--- src/rtl/cu_stream_cmd_generator_pkg.sv ---
// ---------------------------------------------------------------------------
// cu_stream_cmd_generator_pkg
// Shared types and helpers for the compute-unit stream command generators.
//   stream_state      : state encoding for both read and write stream engines
//   CMD_SIZE_BITS     : width of the command byte-size field
//   cmd_size_aligned  : picks the largest power-of-two command that fits the
//                       remaining bytes, the size cap and the address alignment
// ---------------------------------------------------------------------------
package cu_stream_cmd_generator_pkg;

   localparam int CMD_SIZE_BITS = 12;

   typedef enum logic [2:0] {
      STREAM_RESET   = 3'd0,
      STREAM_IDLE    = 3'd1,
      STREAM_SET     = 3'd2,
      STREAM_REQ     = 3'd3,
      STREAM_PENDING = 3'd4,
      STREAM_DONE    = 3'd5,
      STREAM_FINAL   = 3'd6
   } stream_state;

   // Round-down size selection. max_bytes must be a power of two, so the
   // alignment limit (lowest set address bit, or max_bytes for address 0)
   // is also a power of two; only the remaining-bytes term needs rounding.
   // Expects remaining != 0.
   function automatic logic [63:0] cmd_size_aligned(input logic [63:0] addr,
                                                    input logic [63:0] remaining,
                                                    input logic [63:0] max_bytes);
      logic [63:0] lim;
      logic [63:0] low_bit;
      logic [63:0] res;
      lim     = max_bytes;
      low_bit = addr & (~addr + 64'd1);
      if ((addr != 64'd0) && (low_bit < lim)) begin
         lim = low_bit;
      end
      if (remaining >= lim) begin
         res = lim;
      end else begin
         res = 64'd0;
         for (int i = 0; i < 64; i++) begin
            if (remaining[i]) begin
               res = 64'd1 << i;
            end
         end
      end
      return res;
   endfunction

endpackage

--- src/rtl/cu_stream_cmd_generator_credit_counter.sv ---
// ---------------------------------------------------------------------------
// cu_credit_counter
// Tracks commands issued but not yet responded to.
//   clock, reset : rising-edge clock, synchronous active-high reset
//   inc          : one command issued this cycle
//   dec          : one response received this cycle
//   has_credit   : outstanding < CREDIT_MAX
//   zero         : outstanding == 0
//   underflow    : a response arrived with nothing outstanding (pulse)
// ---------------------------------------------------------------------------
module cu_credit_counter #(
   parameter int CREDIT_MAX = 16
) (
   input  logic clock,
   input  logic reset,
   input  logic inc,
   input  logic dec,
   output logic has_credit,
   output logic zero,
   output logic underflow
);

   localparam int CNT_BITS = $clog2(CREDIT_MAX + 1);

   logic [CNT_BITS-1:0] count;
   logic                dec_eff;

   assign zero       = (count == '0);
   assign has_credit = (count < CNT_BITS'(CREDIT_MAX));
   assign underflow  = dec && zero;
   // A response with nothing outstanding is dropped so the count never wraps.
   assign dec_eff    = dec && !zero;

   always_ff @(posedge clock) begin
      if (reset) begin
         count <= '0;
      end else begin
         case ({inc, dec_eff})
            2'b10:   count <= count + CNT_BITS'(1);
            2'b01:   count <= count - CNT_BITS'(1);
            default: count <= count;
         endcase
      end
   end

endmodule

--- src/rtl/cu_stream_cmd_generator.sv ---
// ---------------------------------------------------------------------------
// cu_stream_cmd_generator
// Splits a stream of num_elements elements at base_addr into power-of-two,
// self-aligned commands no larger than MAX_CMD_BYTES, issues them under a
// credit limit with rolling tags and pulses done when all have completed.
//   clock, reset          : rising-edge clock, synchronous active-high reset
//   start                 : one-cycle request, accepted only in IDLE
//   base_addr             : stream start (low element-offset bits ignored)
//   num_elements          : element count
//   cmd_valid / cmd_ready : command handshake toward the arbiter
//   cmd_addr/size/tag     : registered command fields
//   cmd_write             : WRITE_MODE
//   rsp_valid             : one command completed
//   busy, done            : activity flag and one-cycle completion pulse
//   rsp_error             : sticky, response seen with nothing outstanding
//   fsm_state             : current stream_state encoding (debug)
//
// Handshake: a command transfers on a rising edge where cmd_valid and
// cmd_ready are both 1. While cmd_valid is 1 without cmd_ready the fields
// hold; cmd_valid only rises when a credit is free, so it never drops
// before its handshake.
// ---------------------------------------------------------------------------
module cu_stream_cmd_generator
   import cu_stream_cmd_generator_pkg::*;
#(
   parameter int ELEM_BYTES    = 8,
   parameter int MAX_CMD_BYTES = 128,
   parameter int ADDR_BITS     = 64,
   parameter int COUNT_BITS    = 32,
   parameter int TAG_BITS      = 8,
   parameter int CREDIT_MAX    = 16,
   parameter int WRITE_MODE    = 0
) (
   input  logic                     clock,
   input  logic                     reset,
   input  logic                     start,
   input  logic [ADDR_BITS-1:0]     base_addr,
   input  logic [COUNT_BITS-1:0]    num_elements,
   output logic                     cmd_valid,
   input  logic                     cmd_ready,
   output logic [ADDR_BITS-1:0]     cmd_addr,
   output logic [CMD_SIZE_BITS-1:0] cmd_size,
   output logic [TAG_BITS-1:0]      cmd_tag,
   output logic                     cmd_write,
   input  logic                     rsp_valid,
   output logic                     busy,
   output logic                     done,
   output logic                     rsp_error,
   output logic [2:0]               fsm_state
);

   localparam int                   ELEM_SHIFT = $clog2(ELEM_BYTES);
   localparam int                   REM_BITS   = COUNT_BITS + ELEM_SHIFT;
   localparam logic [ADDR_BITS-1:0] ELEM_MASK  = ADDR_BITS'(ELEM_BYTES - 1);

   stream_state              state;
   stream_state              next_state;
   logic [REM_BITS-1:0]      rem_q;
   logic [REM_BITS-1:0]      next_rem;
   logic [REM_BITS-1:0]      calc_rem;
   logic [ADDR_BITS-1:0]     next_addr;
   logic [ADDR_BITS-1:0]     calc_addr;
   logic [CMD_SIZE_BITS-1:0] calc_size;
   logic                     handshake;
   logic                     has_credit;
   logic                     credit_zero;
   logic                     underflow;

   assign cmd_write = (WRITE_MODE != 0);
   assign fsm_state = state;
   assign handshake = cmd_valid && cmd_ready;

   // Address and remaining count after the command currently presented.
   assign next_addr = cmd_addr + ADDR_BITS'(cmd_size);
   assign next_rem  = rem_q - REM_BITS'(cmd_size);

   // One size calculator: SET sizes the first command from the latched
   // start, REQ sizes the following command during the handshake cycle.
   assign calc_addr = (state == STREAM_SET) ? cmd_addr : next_addr;
   assign calc_rem  = (state == STREAM_SET) ? rem_q : next_rem;
   assign calc_size = CMD_SIZE_BITS'(cmd_size_aligned(64'(calc_addr), 64'(calc_rem),
                                                      64'(MAX_CMD_BYTES)));

   cu_credit_counter #(
      .CREDIT_MAX(CREDIT_MAX)
   ) u_credit (
      .clock     (clock),
      .reset     (reset),
      .inc       (handshake),
      .dec       (rsp_valid),
      .has_credit(has_credit),
      .zero      (credit_zero),
      .underflow (underflow)
   );

   always_ff @(posedge clock) begin
      if (reset) begin
         state <= STREAM_RESET;
      end else begin
         state <= next_state;
      end
   end

   always_comb begin
      next_state = state;
      cmd_valid  = 1'b0;
      busy       = 1'b0;
      done       = 1'b0;
      case (state)
         STREAM_RESET: begin
            next_state = STREAM_IDLE;
         end
         STREAM_IDLE: begin
            // busy rises in the accepting cycle so the controller never sees
            // an idle gap between its start pulse and the stream running.
            busy = start;
            if (start) begin
               next_state = STREAM_SET;
            end
         end
         STREAM_SET: begin
            busy       = 1'b1;
            next_state = (rem_q == '0) ? STREAM_DONE : STREAM_REQ;
         end
         STREAM_REQ: begin
            busy      = 1'b1;
            cmd_valid = has_credit;
            if (cmd_valid && cmd_ready && (next_rem == '0)) begin
               next_state = STREAM_PENDING;
            end
         end
         STREAM_PENDING: begin
            busy = 1'b1;
            if (credit_zero) begin
               next_state = STREAM_DONE;
            end
         end
         STREAM_DONE: begin
            busy       = 1'b1;
            done       = 1'b1;
            next_state = STREAM_FINAL;
         end
         STREAM_FINAL: begin
            busy       = 1'b1;
            next_state = STREAM_IDLE;
         end
         default: begin
            next_state = STREAM_RESET;
         end
      endcase
   end

   always_ff @(posedge clock) begin
      if (reset) begin
         cmd_addr  <= '0;
         cmd_size  <= '0;
         cmd_tag   <= '0;
         rem_q     <= '0;
         rsp_error <= 1'b0;
      end else begin
         if (underflow) begin
            rsp_error <= 1'b1;
         end
         case (state)
            STREAM_IDLE: begin
               if (start) begin
                  cmd_addr <= base_addr & ~ELEM_MASK;
                  rem_q    <= REM_BITS'(num_elements) << ELEM_SHIFT;
               end
            end
            STREAM_SET: begin
               if (rem_q != '0) begin
                  cmd_size <= calc_size;
               end
            end
            STREAM_REQ: begin
               if (handshake) begin
                  // Tags roll on across streams; fields keep the last
                  // command once the stream is exhausted.
                  cmd_tag <= cmd_tag + TAG_BITS'(1);
                  rem_q   <= next_rem;
                  if (next_rem != '0) begin
                     cmd_addr <= next_addr;
                     cmd_size <= calc_size;
                  end
               end
            end
            default: begin
            end
         endcase
      end
   end

endmodule

--- config.mk ---
export PLATFORM = sky130hd
export DESIGN_NAME = cu_stream_cmd_generator
export DESIGN_NICKNAME = d
export VERILOG_FILES = /design/src/rtl/cu_stream_cmd_generator_pkg.sv /design/src/rtl/cu_stream_cmd_generator_credit_counter.sv /design/src/rtl/cu_stream_cmd_generator.sv
export SDC_FILE = /design/constraint.sdc
export NUM_CORES = 1
export LEC_CHECK = 0
export BUFFER_PORTS_ARGS = -buffer_cell sky130_fd_sc_hd__buf_2
export CAP_MARGIN = 25
export CORE_MARGIN = 8
export CORE_UTILIZATION = 38
export DETAILED_ROUTE_END_ITERATION = 6
export SLEW_MARGIN = 20
export SYNTH_ARGS = -nofsm -noshare
export SYNTH_HDL_FRONTEND = slang
export SYNTH_SLANG_ARGS = --single-unit
export TNS_END_PERCENT = 100
--- constraint.sdc ---
create_clock -name clock -period 4.4 [get_ports clock]
set_clock_uncertainty 0.1 [all_clocks]
set_input_delay 1.32 -clock clock [delete_from_list [all_inputs] [get_ports clock]]
set_output_delay 1.32 -clock clock [all_outputs]
set_load 0.005 [all_outputs]
==> results_dict.tcl, run 1 <==
set metrics [dict create \
    run_status "finished with violations" \
    violated_checks "setup timing" \
    synthDistinctLibCells 92 \
    grt_remaining_overflow 0 \
    hold_end "rsp_error" \
    comb_power_share_pct 66.2 \
    ff2ff_setup_slack_ns -0.40 \
    crit_chain "ha_4 > inv_2 > fa_2 > nor2b_4 > mux2i_2 > nand2b_4 > a211o_1 > nor3_2 > o2111ai_2 > ha_2 > o21a_1 > o21a_1 > o21ai_1 > o211ai_1 > buf_4 > o2bb2ai_4 > or3_4 > nor4_4 > buf_6 > buf_12 > buf_6 > nand3_2 > a221oi_2" \
    wire_length_of_the_first_global_routing_pass_mm 80.70 \
    dpl.hpwl_mm 39.41 \
    synth-edff-count 0 \
    net-switching-power_uw 3858 \
    seqPwrFrac_pct 16.4 \
    place_worst_setup_slack_ns -0.4582 \
    clock_power_share_pct 17.4 \
    place_congestion 0.9619 \
    tritoncts_num_sinks 128 \
    timing.setup.critical_path_class "reg -> reg" \
    clk_latency_ns 0.44 \
    buffers_inverters_on_critical_path 5 \
    timing.final.setup_violations 12 \
    core_um2 30590 \
    timing.max_cap.violations 0 \
    final-seq-area_um2 2571 \
    vdd_drop_max_uv 400.9 \
    finalWorstSetupSlack_ns -0.4010 \
    startpoint_type "flip-flop" \
    maximum_net_fanout_on_the_critical_path 5 \
    avgRoutedWirePerCell_um 21.10 \
    synth-warning-count 0 \
    ys_ff_latch 128 \
    syn-mean-instance-area_um2 7.203 \
    remaining_drc_errors 0 \
    critical-path-top-delay-family "compound AO/OA/AOI/OAI gates" \
    rows 64 \
    die_area_um2 36920 \
    hold_path_class "reg -> reg" \
    crit_required_ns 4.65 \
    area_growth_syn_to_layout_pct 37.90 \
    floorplan.die.height_um 192.2 \
    vias_per_cell 5.998 \
    die_width_um 192.2 \
    grt_pass1_vias 14481 \
    end_kind "flip-flop" \
    multi_input_gate_area_in_the_final_layout_um2 9021 \
    timing.rr.start "cmd_size[0]" \
    yosysSeqAreaShare_pct 21.73 \
    crit_arrival_ns 5.05 \
    crit_path_max_incr_delay_ns 0.58 \
    ys.flop_type "dfxtp_1" \
    tritoncts "built" \
    n_fill_cell 3057 \
    p_sw_share_pct 44.20 \
    worstRegToRegCells 23 \
    layout.cells.most_common_list "buf_4 (294), buf_2 (187), nand2_1 (169)" \
    worst_hold_path.num_cells 2 \
    p_int_uw 4871 \
    final-hold-violation-count 0 \
    design.portCount 193 \
    fmax_mhz 208.3 \
    tightestPinTransition_ns 0.7422 \
    timing.hold.worst.start "rsp_error" \
    whs_ns 0.3671 \
    placedInstanceArea_um2 15070 \
    antenna_found_initial 1 \
    floorplan.initialDensity_pct 38.55 \
    antenna_cells_inserted 0 \
    syn_inst 1637 \
    power_density_nw_per_um2 536.8 \
    cts-root-to-sink-buffers 2 \
    globalRouteTotalUtil_pct 27.48 \
    timing.max_slew.rel_slack_pct 50.14 \
    cts_root_buf "clkbuf_16" \
    clock_period_minus_final_worst_setup_slack_ns 4.801 \
    remaining_antenna_violation_count_after_routing 0 \
    detail_route.first_pass.iterations 7 \
    finalMaxSlewViolations 0 \
    num-nets-final 2216 \
    power.leakage_uw 0.007143 \
    cts_hold_repair.buffers 0 \
    postLayoutCoreUtil_pct 53.16 \
    slowest_stage_cell_crit_path "fa_2" \
    numPortBuffers 188 \
    ctsHtreeMaxLevel 4 \
    layout_commonest_cell "buf_4" \
    r2r-end "cmd_size[4]" \
    setup_repair_after_global_routing_missed_its_margin "yes" \
    post-route-cell-area_um2 16260 \
    proportion_of_register_bits_with_asynchronous_set_or_reset_after_synthesis_pct 0 \
    syn_std_cell_area_um2 11790 \
    cts.reportedPaths.clkPinSlew_ns 0.07 \
    numCtsBuffers 17 \
    routed_wirelength_mm 51.81 \
    initialDrtViolationCount 1287 \
    drive_gt1_share_pct 30.97 \
    final_min_period_over_clock_period_pct 109.1 \
    vias 14732 \
    grt_max_degree 156 \
]
[kinds of logic (layout without fill, tap and decap cells)]
family,after synthesis,after routing,share of synthesized area (%)
simple gates,678,678,29.23
other cells,2,28,0.06369
compound gates,511,511,30.15
xor+xnor,50,50,3.714
buf+inv,184,581,6.335
flops,128,128,21.73
fa+ha+maj,67,67,7.301
mux,17,17,1.475
[metal layers]
| layer | wire [um] | share of wire (%) | GRT usage [%] |
|---|---|---|---|
| met5 | 9 | 0.017 | 0 |
| met4 | 1479 | 2.9 | 9.224 |
| met3 | 3178 | 6.1 | 4.103 |
| met2 | 24230 | 47 | 45.61 |
| met1 | 22920 | 44 | 35.86 |
[Yosys cell counts (36+ instances only)]
library cell | count | area, um2
nand2_1 | 170 | 638.1
nand3_1 | 78 | 390.4
o21ai_0 | 81 | 405.4
nor3_1 | 59 | 295.3
inv_1 | 57 | 214.0
nor2_1 | 149 | 559.3
dfxtp_1 | 128 | 2562
nor4_1 | 45 | 281.5
o211ai_1 | 36 | 270.3
clkbuf_1 | 98 | 367.9
ha_1 | 64 | 800.8
a21oi_1 | 109 | 545.5
[what timing repair did]
item / in CTS / in global routing
gates cloned: 1 / 0
buffers inserted: 22 / 0
pin swaps: 19 / 25
setup endpoints to repair: 42 / 51
hold endpoints to repair: 0 / 0
gates resized for setup: 63 / 27
[worst max-delay path by stage]
stage / depth (start not counted) / to / from / slack, ns
2_1_floorplan: 18 / cmd_size[7] / cmd_size[10] / 0.008
3_3_place_gp: 21 / cmd_size[0] / cmd_size[0] / -0.40
3_5_place_dp: 21 / cmd_size[9] / cmd_size[0] / -0.46
4_1_cts: 23 / cmd_size[0] / cmd_size[0] / -0.22
5_1_grt: 23 / cmd_size[4] / cmd_size[0] / -0.57
6_report: 23 / cmd_size[4] / cmd_size[0] / -0.40
[tightest hold or removal path, stage by stage (launching register included)]
cell	delay [ns]
dfxtp_1	0.33
a21oi_1	0.04
nor2_1	0.07
[sequential cells by signal, indices dropped and copies added, names as in the netlist]
register,flops
cmd_addr,64
cmd_size,12
cmd_tag,8
fsm_state,3
rem_q,35
rsp_error,1
u_credit.count,5
[final cells by class]
type                            count  share of cell area, %
Inverter                           57                  1.316
Sequential cell                   128                  15.81
Clock inverter                     12                 0.9695
Multi-Input combinational cell   1351                  55.48
Clock buffer                       19                  2.785
Timing Repair Buffer              493                  20.59
Tap cell                          396                  3.047
[per-stage QoR]
stage	power, uW	TNS [ns]	instances
after floorplan	4143	0	1663
after global placement	6514	-6.196	2403
after detailed placement	6564	-5.587	2403
after CTS	8572	-1.869	2457
after global routing	9247	-6.088	2456
final	8729	-3.955	2456
[power groups by stage]
stage          Clock, uW  Combinational (uW)  Sequential [uW]
6_report            1520                5780             1430
2_1_floorplan          0                2730             1420
3_3_place_gp           0                5070             1440
5_1_grt             1580                6220             1450
4_1_cts             1530                5610             1430
3_5_place_dp           0                5120             1450
No activity file was read; power rests on OpenSTA's default activity.
==> run 2: changes to the inputs <==
Settings changed: CORE_MARGIN 8 to default.
==> run 2 against run 1 <==
The flow still finishes with violations (setup timing). Register-to-register slack better by 0.19 ns. Sequential share of layout area is 0.13 points lower. Routed wire length is 3.6% lower. Worst hold slack improved by 0.017 ns. Die area shrank 14%. Clock power down 7%. Cell area grew 0.79%. Global-route usage up 3.5 points. Combinational power rose by 2%. Critical endpoint is now cmd_size[9]. Largest cell class unchanged.
==> results_dict.tcl, run 2 (synthesized netlist as in run 1, its figures left out) <==
set metrics [dict create \
    die_width_um 178.2 \
    path_common_cell "buf_4" \
    avgRoutedWirePerCell_um 20.29 \
    numPortBuffers 188 \
    wire_length_of_the_first_global_routing_pass_mm 76.40 \
    power_density_nw_per_um2 533.3 \
    drive_gt1_share_pct 32.27 \
    crit_path_max_incr_delay_ns 0.35 \
    grt_remaining_overflow 0 \
    rows 64 \
    startpoint_type "flip-flop" \
    layout_commonest_cell "buf_4" \
    setup_repair_after_global_routing_missed_its_margin "yes" \
    finalWorstSetupSlack_ns -0.2096 \
    tritoncts_num_sinks 128 \
    crit_chain "inv_1 > ha_1 > buf_4 > o21ai_2 > nor2_4 > a221oi_4 > buf_4 > o21ai_4 > o31a_1 > or2_2 > ha_1 > a2111oi_2 > buf_4 > o211a_1 > o2bb2ai_4 > or3_4 > nor4_4 > buf_6 > buf_12 > nand2_8 > o41ai_2" \
    slowest_stage_cell_crit_path "dfxtp_1" \
    fmax_mhz 216.9 \
    multi_input_gate_area_in_the_final_layout_um2 9161 \
    end_kind "flip-flop" \
    timing.max_slew.rel_slack_pct 52.77 \
    detail_route.first_pass.iterations 6 \
    design.portCount 193 \
    remaining_antenna_violation_count_after_routing 0 \
    critical-path-top-delay-family "compound AO/OA/AOI/OAI gates" \
    grt_max_degree 156 \
    remaining_drc_errors 0 \
    floorplan.die.height_um 178.2 \
    power.leakage_uw 0.007129 \
    routed_wirelength_mm 49.94 \
    initialDrtViolationCount 1366 \
    cts-root-to-sink-buffers 2 \
    placed_cells 2400 \
    vias_per_cell 6.024 \
    area_growth_syn_to_layout_pct 39.00 \
    layout.cells.most_common_list "buf_4 (296), buf_2 (187), nand2_1 (166)" \
    violated_checks "setup timing" \
    vdd_drop_max_uv 306.7 \
    core_um2 30590 \
    cts_root_buf "clkbuf_16" \
    largest_registers "cmd_addr (64), rem_q (35), cmd_size (12)" \
    buffers_inverters_on_critical_path 6 \
    ctsHtreeMaxLevel 4 \
    floorplan.initialDensity_pct 38.55 \
    dpl.hpwl_mm 36.88 \
    hold_path_class "reg -> reg" \
    vias 14832 \
    run_status "finished with violations" \
    maximum_net_fanout_on_the_critical_path 6 \
    timing.setup.critical_path_class "reg -> reg" \
    timing.max_cap.violations 0 \
    largest_register_ff_count 64 \
    power_uw 8740 \
    final-seq-area_um2 2570 \
    numCtsBuffers 17 \
    crit_required_ns 4.64 \
    die_area_um2 31740 \
    final_min_period_over_clock_period_pct 104.8 \
    place_congestion 0.9756 \
    finish.cell_count_without_fillers 2462 \
    tightestPinTransition_ns 0.7011 \
    cts.reportedPaths.clkPinSlew_ns 0.06 \
    timing.final.setup_violations 12 \
    grt_pass1_vias 13985 \
    largest_register "cmd_addr" \
    globalRouteTotalUtil_pct 31.00 \
    antenna_found_initial 3 \
    tritoncts "built" \
    crit_arrival_ns 4.85 \
    n_fill_cell 2916 \
    clk_latency_ns 0.44 \
    cts_hold_repair.buffers 0 \
    finalMaxSlewViolations 0 \
    final-hold-violation-count 0 \
    num-nets-final 2219 \
    clock_period_minus_final_worst_setup_slack_ns 4.610 \
]
==> run 2: cell count changes in the layout (fill, tap and decap cells not counted), moves of 3 or more <==
cell	before	now
ha_1	58	51
o21ai_0	77	70
ha_2	3	8
o21ai_1	7	11
clkinvlp_4	3	6
nand2_1	169	166
nand2_2	0	3
nor3_2	5	2
o21ai_2	1	4
or4_1	18	15
or4_4	0	3
==> run 2: final cells by class <==
cell class	count	share of cell area, %
Antenna cell	2	0.03054
Clock buffer	17	2.596
Clock inverter	15	0.8321
Inverter	57	1.305
Multi-Input combinational cell	1351	55.90
Sequential cell	128	15.68
Tap cell	396	3.023
Timing Repair Buffer	496	20.64
==> run 2: stage by stage <==
stage / TNS [ns] / util (%) / area (um2) / worst slack, ns / hold slack (ns)
4_1_cts: -2.282 / 52.46 / 16050 / -0.2711 / 0.3822
6_report: -2.002 / 53.58 / 16390 / -0.2096 / 0.3844
3_5_place_dp: -8.550 / 49.15 / 15030 / -0.3903 / 0.3767
3_3_place_gp: -5.256 / 49.15 / 15030 / -0.3114 / 0.3504
2_1_floorplan: 0 / - / 11910 / 0.008119 / 0.3604
5_1_grt: -4.354 / 53.58 / 16390 / -0.4153 / 0.3978
==> run 2: routing by layer <==
layer | vias to the layer above | global-route usage [%] | wire length [um]
li1 | 6990 | - | -
met1 | 7086 | 41.55 | 22110
met2 | 648 | 49.58 | 22650
met3 | 106 | 4.753 | 3476
met4 | 2 | 12.18 | 1695
met5 | - | 0 | 9
==> run 2: repair_timing <==
item / in CTS / in global routing
cloned: 2 / 0
endpoints found under the setup margin: 42 / 72
setup buffers: 20 / 7
pin swaps: 23 / 39
resized for setup: 69 / 61
==> run 2: path summary, 6_finish.rpt <==
| check | startpoint | endpoint | slack, ns | cells after the start |
|---|---|---|---|---|
| setup / recovery | cmd_size[4] | cmd_size[9] | -0.21 | 21 |
| hold / removal | cmd_addr[10] | cmd_addr[10] | 0.38 | 2 |
| setup reg to reg | cmd_size[4] | cmd_size[9] | -0.21 | 21 |
| hold reg to reg | cmd_addr[10] | cmd_addr[10] | 0.38 | 2 |
==> run 2: tightest hold or removal path, delay by kind of cell, from the launching register on <==
| kind | cells | cell delay, ns |
|---|---|---|
| AND/OR/NAND/NOR | 1 | 0.06 |
| multiplexers | 1 | 0.06 |
| flip-flops | 1 | 0.32 |
==> run 2: power breakdown <==
| group | switching, uW | internal (uW) | leakage, uW | total (uW) |
|---|---|---|---|---|
| Clock | 640 | 784 | 0.000260 | 1420 |
| Sequential | 148 | 1280 | 0.00105 | 1430 |
| Combinational | 3130 | 2750 | 0.00582 | 5890 |
| Total | 3920 | 4820 | 0.00713 | 8740 |
